--- src/rtl/game_pkg.sv ---
// Shared screen/selection encodings and fixed RGB444 colours for the scene compositor.
package game_pkg;

  typedef enum logic [1:0] {
    MENU  = 2'd0,
    HOWTO = 2'd1,
    PLAY  = 2'd2,
    OVER  = 2'd3
  } state_t;

  typedef enum logic {
    SEL_START = 1'b0,
    SEL_HOWTO = 1'b1
  } sel_t;

  localparam logic [11:0] RGB_BLACK  = 12'h000;
  localparam logic [11:0] RGB_WHITE  = 12'hFFF;
  localparam logic [11:0] RGB_YELLOW = 12'hFF0;

endpackage

--- src/rtl/frame_blink_timer.sv ---
// Detects frame start (vsync falling edge on the pixel strobe) and produces the menu blink phase.
module frame_blink_timer #(
  parameter int BLINK_PERIOD = 30
) (
  input  logic i_clk,
  input  logic i_rst_n,
  input  logic i_pix_en,
  input  logic i_vsync_in,
  output logic o_frame_start,
  output logic o_blink_phase
);

  localparam int CW = (BLINK_PERIOD > 1) ? $clog2(BLINK_PERIOD) : 1;

  logic          r_vsync_prev;
  logic [CW-1:0] r_frame_cnt;
  logic          r_blink_phase;

  // Previous vsync is the last pix_en sample, so idle clocks never fake an edge.
  assign o_frame_start = i_pix_en & r_vsync_prev & ~i_vsync_in;
  assign o_blink_phase = r_blink_phase;

  always_ff @(posedge i_clk) begin
    if (!i_rst_n) begin
      r_vsync_prev  <= 1'b1;
      r_frame_cnt   <= '0;
      r_blink_phase <= 1'b1;
    end else if (i_pix_en) begin
      r_vsync_prev <= i_vsync_in;
      if (o_frame_start) begin
        if (r_frame_cnt == CW'(BLINK_PERIOD - 1)) begin
          r_frame_cnt   <= '0;
          r_blink_phase <= ~r_blink_phase;
        end else begin
          r_frame_cnt <= r_frame_cnt + CW'(1);
        end
      end
    end
  end

endmodule

--- src/rtl/scene_compositor.sv ---
// Game-screen FSM, menu cursor and per-screen text/background compositing onto registered VGA pins.
// Build option: define SCENE_COMPOSITOR_BLINK_EN to blink the selected menu item.
module scene_compositor
  import game_pkg::*;
#(
  parameter int          BLINK_PERIOD = 30,
  parameter logic [11:0] BG_MENU      = 12'h003,
  parameter logic [11:0] BG_OVER      = 12'h400
) (
  input  logic        clk,
  input  logic        rst_n,
  input  logic        pix_en,
  input  logic        video_on,
  input  logic        hsync_in,
  input  logic        vsync_in,
  input  logic        start_text_on,
  input  logic        howto_text_on,
  input  logic        score_text_on,
  input  logic        hp_text_on,
  input  logic        btn_up,
  input  logic        btn_down,
  input  logic        btn_select,
  input  logic        game_over,
  output logic [11:0] rgb,
  output logic        hsync,
  output logic        vsync,
  output logic [1:0]  game_state
);

  state_t      r_state, w_state_nxt;
  sel_t        r_sel, w_sel_nxt;
  state_t      r_disp_state;
  logic [11:0] r_rgb_p1;
  logic        r_hsync_p1, r_vsync_p1;
  logic [11:0] w_rgb_p0;
  logic        w_frame_start;
  logic        w_blink_phase;

  function automatic logic [11:0] pixel_colour(
    input state_t disp, input sel_t sel, input logic blink,
    input logic start_on, input logic howto_on, input logic score_on, input logic hp_on);
    logic sel_on, unsel_on;
    sel_on       = (sel == SEL_START) ? start_on : howto_on;
    unsel_on     = (sel == SEL_START) ? howto_on : start_on;
    pixel_colour = BG_MENU;
    case (disp)
      MENU: begin
        if (sel_on)        pixel_colour = blink ? RGB_YELLOW : BG_MENU;
        else if (unsel_on) pixel_colour = RGB_WHITE;
      end
      HOWTO:   pixel_colour = howto_on ? RGB_WHITE : BG_MENU;
      PLAY:    pixel_colour = (score_on | hp_on) ? RGB_WHITE : RGB_BLACK;
      default: pixel_colour = BG_OVER;
    endcase
  endfunction

`ifdef SCENE_COMPOSITOR_BLINK_EN
  frame_blink_timer #(
    .BLINK_PERIOD (BLINK_PERIOD)
  ) u_frame_blink_timer (
    .i_clk         (clk),
    .i_rst_n       (rst_n),
    .i_pix_en      (pix_en),
    .i_vsync_in    (vsync_in),
    .o_frame_start (w_frame_start),
    .o_blink_phase (w_blink_phase)
  );
`else
  // The registered vsync output already holds the previous pix_en sample.
  assign w_frame_start = pix_en & r_vsync_p1 & ~vsync_in;
  assign w_blink_phase = (BLINK_PERIOD >= 1);
`endif

  // Control: screen transitions run every clock; select acts on the pre-update cursor.
  always_comb begin
    w_state_nxt = r_state;
    w_sel_nxt   = r_sel;
    case (r_state)
      MENU: begin
        if (btn_up && !btn_down)      w_sel_nxt = SEL_START;
        else if (btn_down && !btn_up) w_sel_nxt = SEL_HOWTO;
        if (btn_select) w_state_nxt = (r_sel == SEL_START) ? PLAY : HOWTO;
      end
      HOWTO: if (btn_select) w_state_nxt = MENU;
      PLAY:  if (game_over)  w_state_nxt = OVER;
      OVER: begin
        if (btn_select) begin
          w_state_nxt = MENU;
          w_sel_nxt   = SEL_START;
        end
      end
      default: w_state_nxt = MENU;
    endcase
  end

  always_ff @(posedge clk) begin
    if (!rst_n) begin
      r_state <= MENU;
      r_sel   <= SEL_START;
    end else begin
      r_state <= w_state_nxt;
      r_sel   <= w_sel_nxt;
    end
  end

  assign w_rgb_p0 = pixel_colour(r_disp_state, r_sel, w_blink_phase,
                                 start_text_on, howto_text_on, score_text_on, hp_text_on);

  // Pixel stage p0 -> p1: one pix_en of latency; displayed screen latches only at frame start.
  always_ff @(posedge clk) begin
    if (!rst_n) begin
      r_rgb_p1     <= '0;
      r_hsync_p1   <= 1'b1;
      r_vsync_p1   <= 1'b1;
      r_disp_state <= MENU;
    end else if (pix_en) begin
      r_rgb_p1   <= video_on ? w_rgb_p0 : RGB_BLACK;
      r_hsync_p1 <= hsync_in;
      r_vsync_p1 <= vsync_in;
      if (w_frame_start) r_disp_state <= r_state;
    end
  end

  assign rgb        = r_rgb_p1;
  assign hsync      = r_hsync_p1;
  assign vsync      = r_vsync_p1;
  assign game_state = r_state;

endmodule
--- config.mk ---
export PLATFORM = sky130hd
export DESIGN_NAME = scene_compositor
export DESIGN_NICKNAME = d
export VERILOG_FILES = /design/src/rtl/game_pkg.sv /design/src/rtl/frame_blink_timer.sv /design/src/rtl/scene_compositor.sv
export SDC_FILE = /design/constraint.sdc
export NUM_CORES = 1
export LEC_CHECK = 0
export CORE_MARGIN = 1
export CORE_UTILIZATION = 39
export CTS_BUF_LIST = sky130_fd_sc_hd__clkbuf_16
export DETAILED_ROUTE_END_ITERATION = 10
export HOLD_SLACK_MARGIN = 0.05
export PLACE_DENSITY = 0.77
export SETUP_SLACK_MARGIN = 0.4
export SYNTH_ARGS = -nofsm -noshare
export SYNTH_HDL_FRONTEND = slang
export SYNTH_SLANG_ARGS = --single-unit
--- constraint.sdc ---
create_clock -name clk -period 3 [get_ports clk]
set_input_delay 0.6 -clock clk [delete_from_list [all_inputs] [get_ports clk]]
set_output_delay 0.6 -clock clk [all_outputs]
set_load 0.01 [all_outputs]
==> flow_summary.json, run 1 <==
{
  "dr.pass1.iters": 3,
  "min_period_over_period": 0.613,
  "ctsResizeCount": 0,
  "power_density_mw_per_mm2": 519,
  "cts_tree": "done",
  "grt_pass1_vias": 536,
  "clock_sinks": 11,
  "fmax_ghz": 0.544,
  "antenna_cells": 0,
  "rsz0062_at_grt": "false",
  "relSlewSlack": 0.764,
  "path_buf_inv": 1,
  "via_per_inst": 5.21,
  "final_hold_viol_count": 0,
  "nFillCells": 124,
  "core_mm2": 0.00152,
  "seq_area_frac_synth": 0.343,
  "via_count": 583,
  "worstPathArrival_ps": 1240,
  "clockBufferDepth": 2,
  "hpwlAfterDp_um": 968,
  "rows": 14,
  "status": "finished clean",
  "yosysTopAreaCell": "dfxtp_1",
  "numPortBuffers": 29,
  "finalSetupTns_ps": 0,
  "netlist.area_leader.share": 0.343,
  "area_delta_synth_final_pct": 48.7,
  "async_flop_share": 0,
  "synth.area.top_cells": "dfxtp_1 (34%), buf_4 (11%), mux2i_1 (6.2%)",
  "worst_hold_slack_ps": 469,
  "clkTransAtPathRegs_ps": 40,
  "worstSetupPathType": "reg2out",
  "drive_above_1_share": 0.0313,
  "hold_class": "reg2reg",
  "numCtsBuffers": 3,
  "startpoint_type": "register",
  "die_y_um": 42.6,
  "peakVddDrop_mv": 0.287,
  "crit_chain": "clkdlybuf4s50_1",
  "slowest_stage": "clkdlybuf4s50_1",
  "dieArea_mm2": 0.00181,
  "finalCriticalPeriod_ps": 1840,
  "max_cap_violations": 0,
  "avgSynthCellArea_um2": 8.67,
  "io_pins": 30,
  "dr.first_iter.drc_count": 15,
  "skew_ps": 0.730,
  "critPathTopFamily": "buffers and inverters",
  "post-place-ws_ps": 941,
  "antenna_found_initial": 0,
  "leakagePower_nw": 0.382,
  "htree_levels": 1,
  "ant_nets": 0,
  "synth_seq_cells": 11,
  "grt_pass1_wl_um": 2420,
  "ys_types": 30,
  "gp_congestion": 0.756,
  "drc": 0,
  "reg2reg_setup_slack_ps": 1710,
  "syn_inst": 74,
  "wire_per_inst_um": 11.8,
  "final_core_util": 0.626,
  "yosys_warnings": 0,
  "die-width_um": 42.6,
  "synth_edf_count": 0,
  "clkLatencyLatePin_ps": 240,
  "ctsHoldBuffers": 0,
  "max_stage_delay_ps": 580,
  "post_cts_buffers": 0,
  "start_util": 0.421,
  "finalSetupViolCount": 0,
  "routed_wl_um": 1320,
  "overflow": 0,
  "grt_max_degree": 11,
  "cts_root_buffer": "clkbuf_16",
  "drv_slew": 0,
  "synth_fp_nets": 89,
  "synthFlopType": "dfxtp_1",
  "end_kind": "output port",
  "finalWorstSetupSlack_ps": 1160,
  "grt.total_usage": 0.176,
  "worst_pin_slew_ps": 352,
  "path_max_fanout": 7,
  "syn_area_um2": 642,
  "nets": 112,
  "critPathRequiredTime_ps": 2400
}
path summary, 6_finish.rpt:
check | from | end | cells after the start
min | hsync | hsync | 2
max | game_state[1] | game_state[1] | 1
min reg2reg | hsync | hsync | 2
max reg2reg | r_disp_state[1] | rgb[10] | 3
cell usage in the layout (no fill, tap or decap), drive strengths merged:
cell type | netlist | final
clkdlybuf4s50 | 0 | 29
dfxtp | 11 | 11
nand2 | 6 | 6
a21oi | 6 | 6
inv | 4 | 5
mux2i | 4 | 4
nand3b | 3 | 3
nor2 | 3 | 3
nand2b | 3 | 3
clkbuf | 1 | 3
o21ai | 3 | 3
nor2b | 2 | 2
o221a | 2 | 2
a31o | 2 | 2
nand3 | 1 | 1
or3 | 1 | 1
a21o | 1 | 1
or2 | 1 | 1
o21ba | 1 | 1
nand4bb | 1 | 1
o22ai | 1 | 1
mux2 | 1 | 1
o211ai | 1 | 1
nor3b | 1 | 1
and2b | 1 | 1
or4b | 1 | 1
o311ai | 1 | 1
ha | 1 | 1
synth_stat cells, types with 2 or more instances:
master,instances
a21oi_1,6
a31o_1,2
buf_4,9
dfxtp_1,11
inv_1,4
mux2i_1,4
nand2_1,6
nand2b_1,3
nand3b_1,3
nor2_1,3
nor2b_1,2
o21ai_1,2
o221a_1,2
per-stage QoR:
| step | instances | cell area [µm²] | power [mW] |
|---|---|---|---|
| 2_1_floorplan | 74 | 642 | 0.219 |
| 3_3_place_gp | 108 | 876 | 0.259 |
| 3_5_place_dp | 108 | 876 | 0.260 |
| 4_1_cts | 112 | 955 | 0.501 |
| 5_1_grt | 112 | 955 | 0.521 |
| 6_report | 112 | 955 | 0.495 |
registers in the layout (all words and copies together) (netlist names):
signal / count
game_state: 2
r_sel: 1
rgb: 4
r_disp_state: 2
vsync: 1
hsync: 1
cell type report:
type / instances / area [µm²] / area share
multi-input cells: 48 / 330 / 0.346
repair buffers: 29 / 290 / 0.304
flip-flops and latches: 11 / 220 / 0.231
clock buffers: 3 / 75.1 / 0.0786
well taps: 16 / 20.0 / 0.0210
inverters: 4 / 15.0 / 0.0157
clock inverters: 1 / 3.75 / 0.00393
cell families after synthesis:
family                   Yosys count  share of synthesized area
buffers and inverters             15                      0.142
adder cells (fa/ha/maj)            1                     0.0195
multiplexers                       5                     0.0799
AO/OA/AOI/OAI                     18                      0.195
AND/OR/NAND/NOR                   24                      0.220
flip-flops                        11                      0.343
worst reg2reg max path: cells and delay by family, from the launching register on:
family / cells / cell delay [ps]
flip-flops: 1 / 470
AND/OR/NAND/NOR: 1 / 470
AO/OA/AOI/OAI: 2 / 230
per-layer routing:
layer | GRT usage | up-vias | routed length (µm)
li1 | - | 297 | -
met1 | 0.219 | 258 | 609
met2 | 0.277 | 23 | 588
met3 | 0.0560 | 5 | 98
met4 | 0.0750 | 0 | 25
met5 | 0 | - | 0
power breakdown:
group | total, mW | internal [mW] | switching (mW)
clock | 0.237 | 0.175 | 0.0623
combinational | 0.0894 | 0.0556 | 0.0338
sequential | 0.169 | 0.157 | 0.0124
Power figures use the tool's default switching activity.
==> run 2, diff against run 1 <==
==> constraint.sdc (replaced) <==
create_clock -name clk -period 1.75 [get_ports clk]
set_input_delay 0.35 -clock clk [delete_from_list [all_inputs] [get_ports clk]]
set_output_delay 0.35 -clock clk [all_outputs]
set_load 0.01 [all_outputs]
==> flow_summary.json, run 2 (synthesis results as in run 1) <==
{
  "wire_per_inst_um": 12.5,
  "grt_pass1_wl_um": 2370,
  "path_buf_inv": 1,
  "final_cell_mix": "dlygate4sd2_1 (18), dfxtp_1 (8), clkdlybuf4s50_1 (7), nand2_1 (6)",
  "peakVddDrop_mv": 0.813,
  "clockBufferDepth": 2,
  "grt_max_degree": 11,
  "largest_reg_flops": 4,
  "clkTransAtPathRegs_ps": 40,
  "ant_nets": 0,
  "nets": 114,
  "crit_chain": "clkdlybuf4s50_1 > mux2_1 > o211ai_1 > a31o_1",
  "final_hold_viol_count": 0,
  "worstPathArrival_ps": 1480,
  "hpwlAfterDp_um": 1040,
  "io_pins": 30,
  "via_per_inst": 5.23,
  "ctsHoldBuffers": 0,
  "rsz0062_at_grt": "false",
  "power_mw": 0.852,
  "grt_pass1_vias": 534,
  "startpoint_type": "input pin",
  "drive_above_1_share": 0.102,
  "max_stage_delay_ps": 490,
  "htree_levels": 1,
  "status": "finished clean",
  "layout_commonest_cell": "dlygate4sd2_1",
  "min_period_over_period": 0.735,
  "multiInputGateArea_um2": 342,
  "power_density_mw_per_mm2": 876,
  "skew_ps": 4.80,
  "dr.pass1.iters": 5,
  "drc": 0,
  "routed_wl_um": 1420,
  "grt.total_usage": 0.187,
  "drv_slew": 0,
  "critPathRequiredTime_ps": 1940,
  "end_kind": "register",
  "die-width_um": 42.6,
  "overflow": 0,
  "numCtsBuffers": 3,
  "post_cts_buffers": 0,
  "cts_tree": "done",
  "worst_hold_slack_ps": 470,
  "numPortBuffers": 29,
  "via_count": 596,
  "core_mm2": 0.00152,
  "finalCriticalPeriod_ps": 1290,
  "fmax_ghz": 0.777,
  "path_max_fanout": 4,
  "finalSetupViolCount": 0,
  "clkLatencyLatePin_ps": 240,
  "worst_pin_slew_ps": 265,
  "relSlewSlack": 0.823,
  "cts_root_buffer": "clkbuf_16",
  "area_delta_synth_final_pct": 51.5,
  "antenna_cells": 0,
  "dr.first_iter.drc_count": 2,
  "critPathTopFamily": "buffers and inverters",
  "worstSetupPathType": "in2reg",
  "regArea_um2": 224,
  "max_cap_violations": 0,
  "die_y_um": 42.6,
  "nFillCells": 145,
  "leakagePower_nw": 0.492,
  "antenna_found_initial": 0,
  "gp_congestion": 0.752,
  "slowest_stage": "clkdlybuf4s50_1",
  "clock_sinks": 11,
  "rows": 14,
  "dieArea_mm2": 0.00181,
  "hold_class": "reg2reg",
  "start_util": 0.421
}
[run 2: through the flow]
| step | utilization | cell area, µm² | std cells | setup TNS [ps] | setup slack [ps] |
|---|---|---|---|---|---|
| 6_report | 0.638 | 972 | 114 | 0 | 463 |
| 5_1_grt | 0.638 | 972 | 114 | 0 | 411 |
| 4_1_cts | 0.628 | 957 | 114 | 0 | 216 |
| 2_1_floorplan | - | 642 | 74 | 0 | 470 |
| 3_5_place_dp | 0.585 | 891 | 110 | -59.0 | -59.0 |
| 3_3_place_gp | 0.585 | 891 | 110 | -6.98 | -6.98 |
[run 2: worst register-to-register path, cell delays in order (launching register included)]
cell and delay (ps):
dfxtp_1 370, or4b_1 570, o311ai_2 120, o21ai_1 90
[run 2: power by group]
group | internal (mW) | switching (mW)
Sequential | 0.270 | 0.0212
Clock | 0.300 | 0.119
Combinational | 0.0824 | 0.0594
Total | 0.653 | 0.199
[run 2: final cells by class]
class,count,area share
Tap cell,16,0.0206
Timing Repair Buffer,31,0.301
Inverter,4,0.0154
Clock inverter,1,0.00386
Multi-Input combinational cell,48,0.351
Sequential cell,11,0.230
Clock buffer,3,0.0772
[run 2: metal layers]
metal	up-vias	wire (µm)	GRT usage	share of wire
li1	301	-	-	-
met1	267	582	0.203	0.41
met2	24	702	0.289	0.49
met3	4	92	0.0819	0.065
met4	0	46	0.131	0.032
met5	-	0	0	0
[run 2: final timing paths]
check / from / to / slack (ps) / depth (start not counted)
max: howto_text_on / rgb[1] / 460 / 4
min: hsync / hsync / 470 / 2
max reg2reg: r_disp_state[0] / rgb[10] / 490 / 3
min reg2reg: hsync / hsync / 470 / 2
[run 2: timing repair]
action,4_1_cts,5_1_grt
endpoints found under the hold margin,0,0
pin swaps,6,2
resized for setup,21,6
setup endpoints to repair,18,6
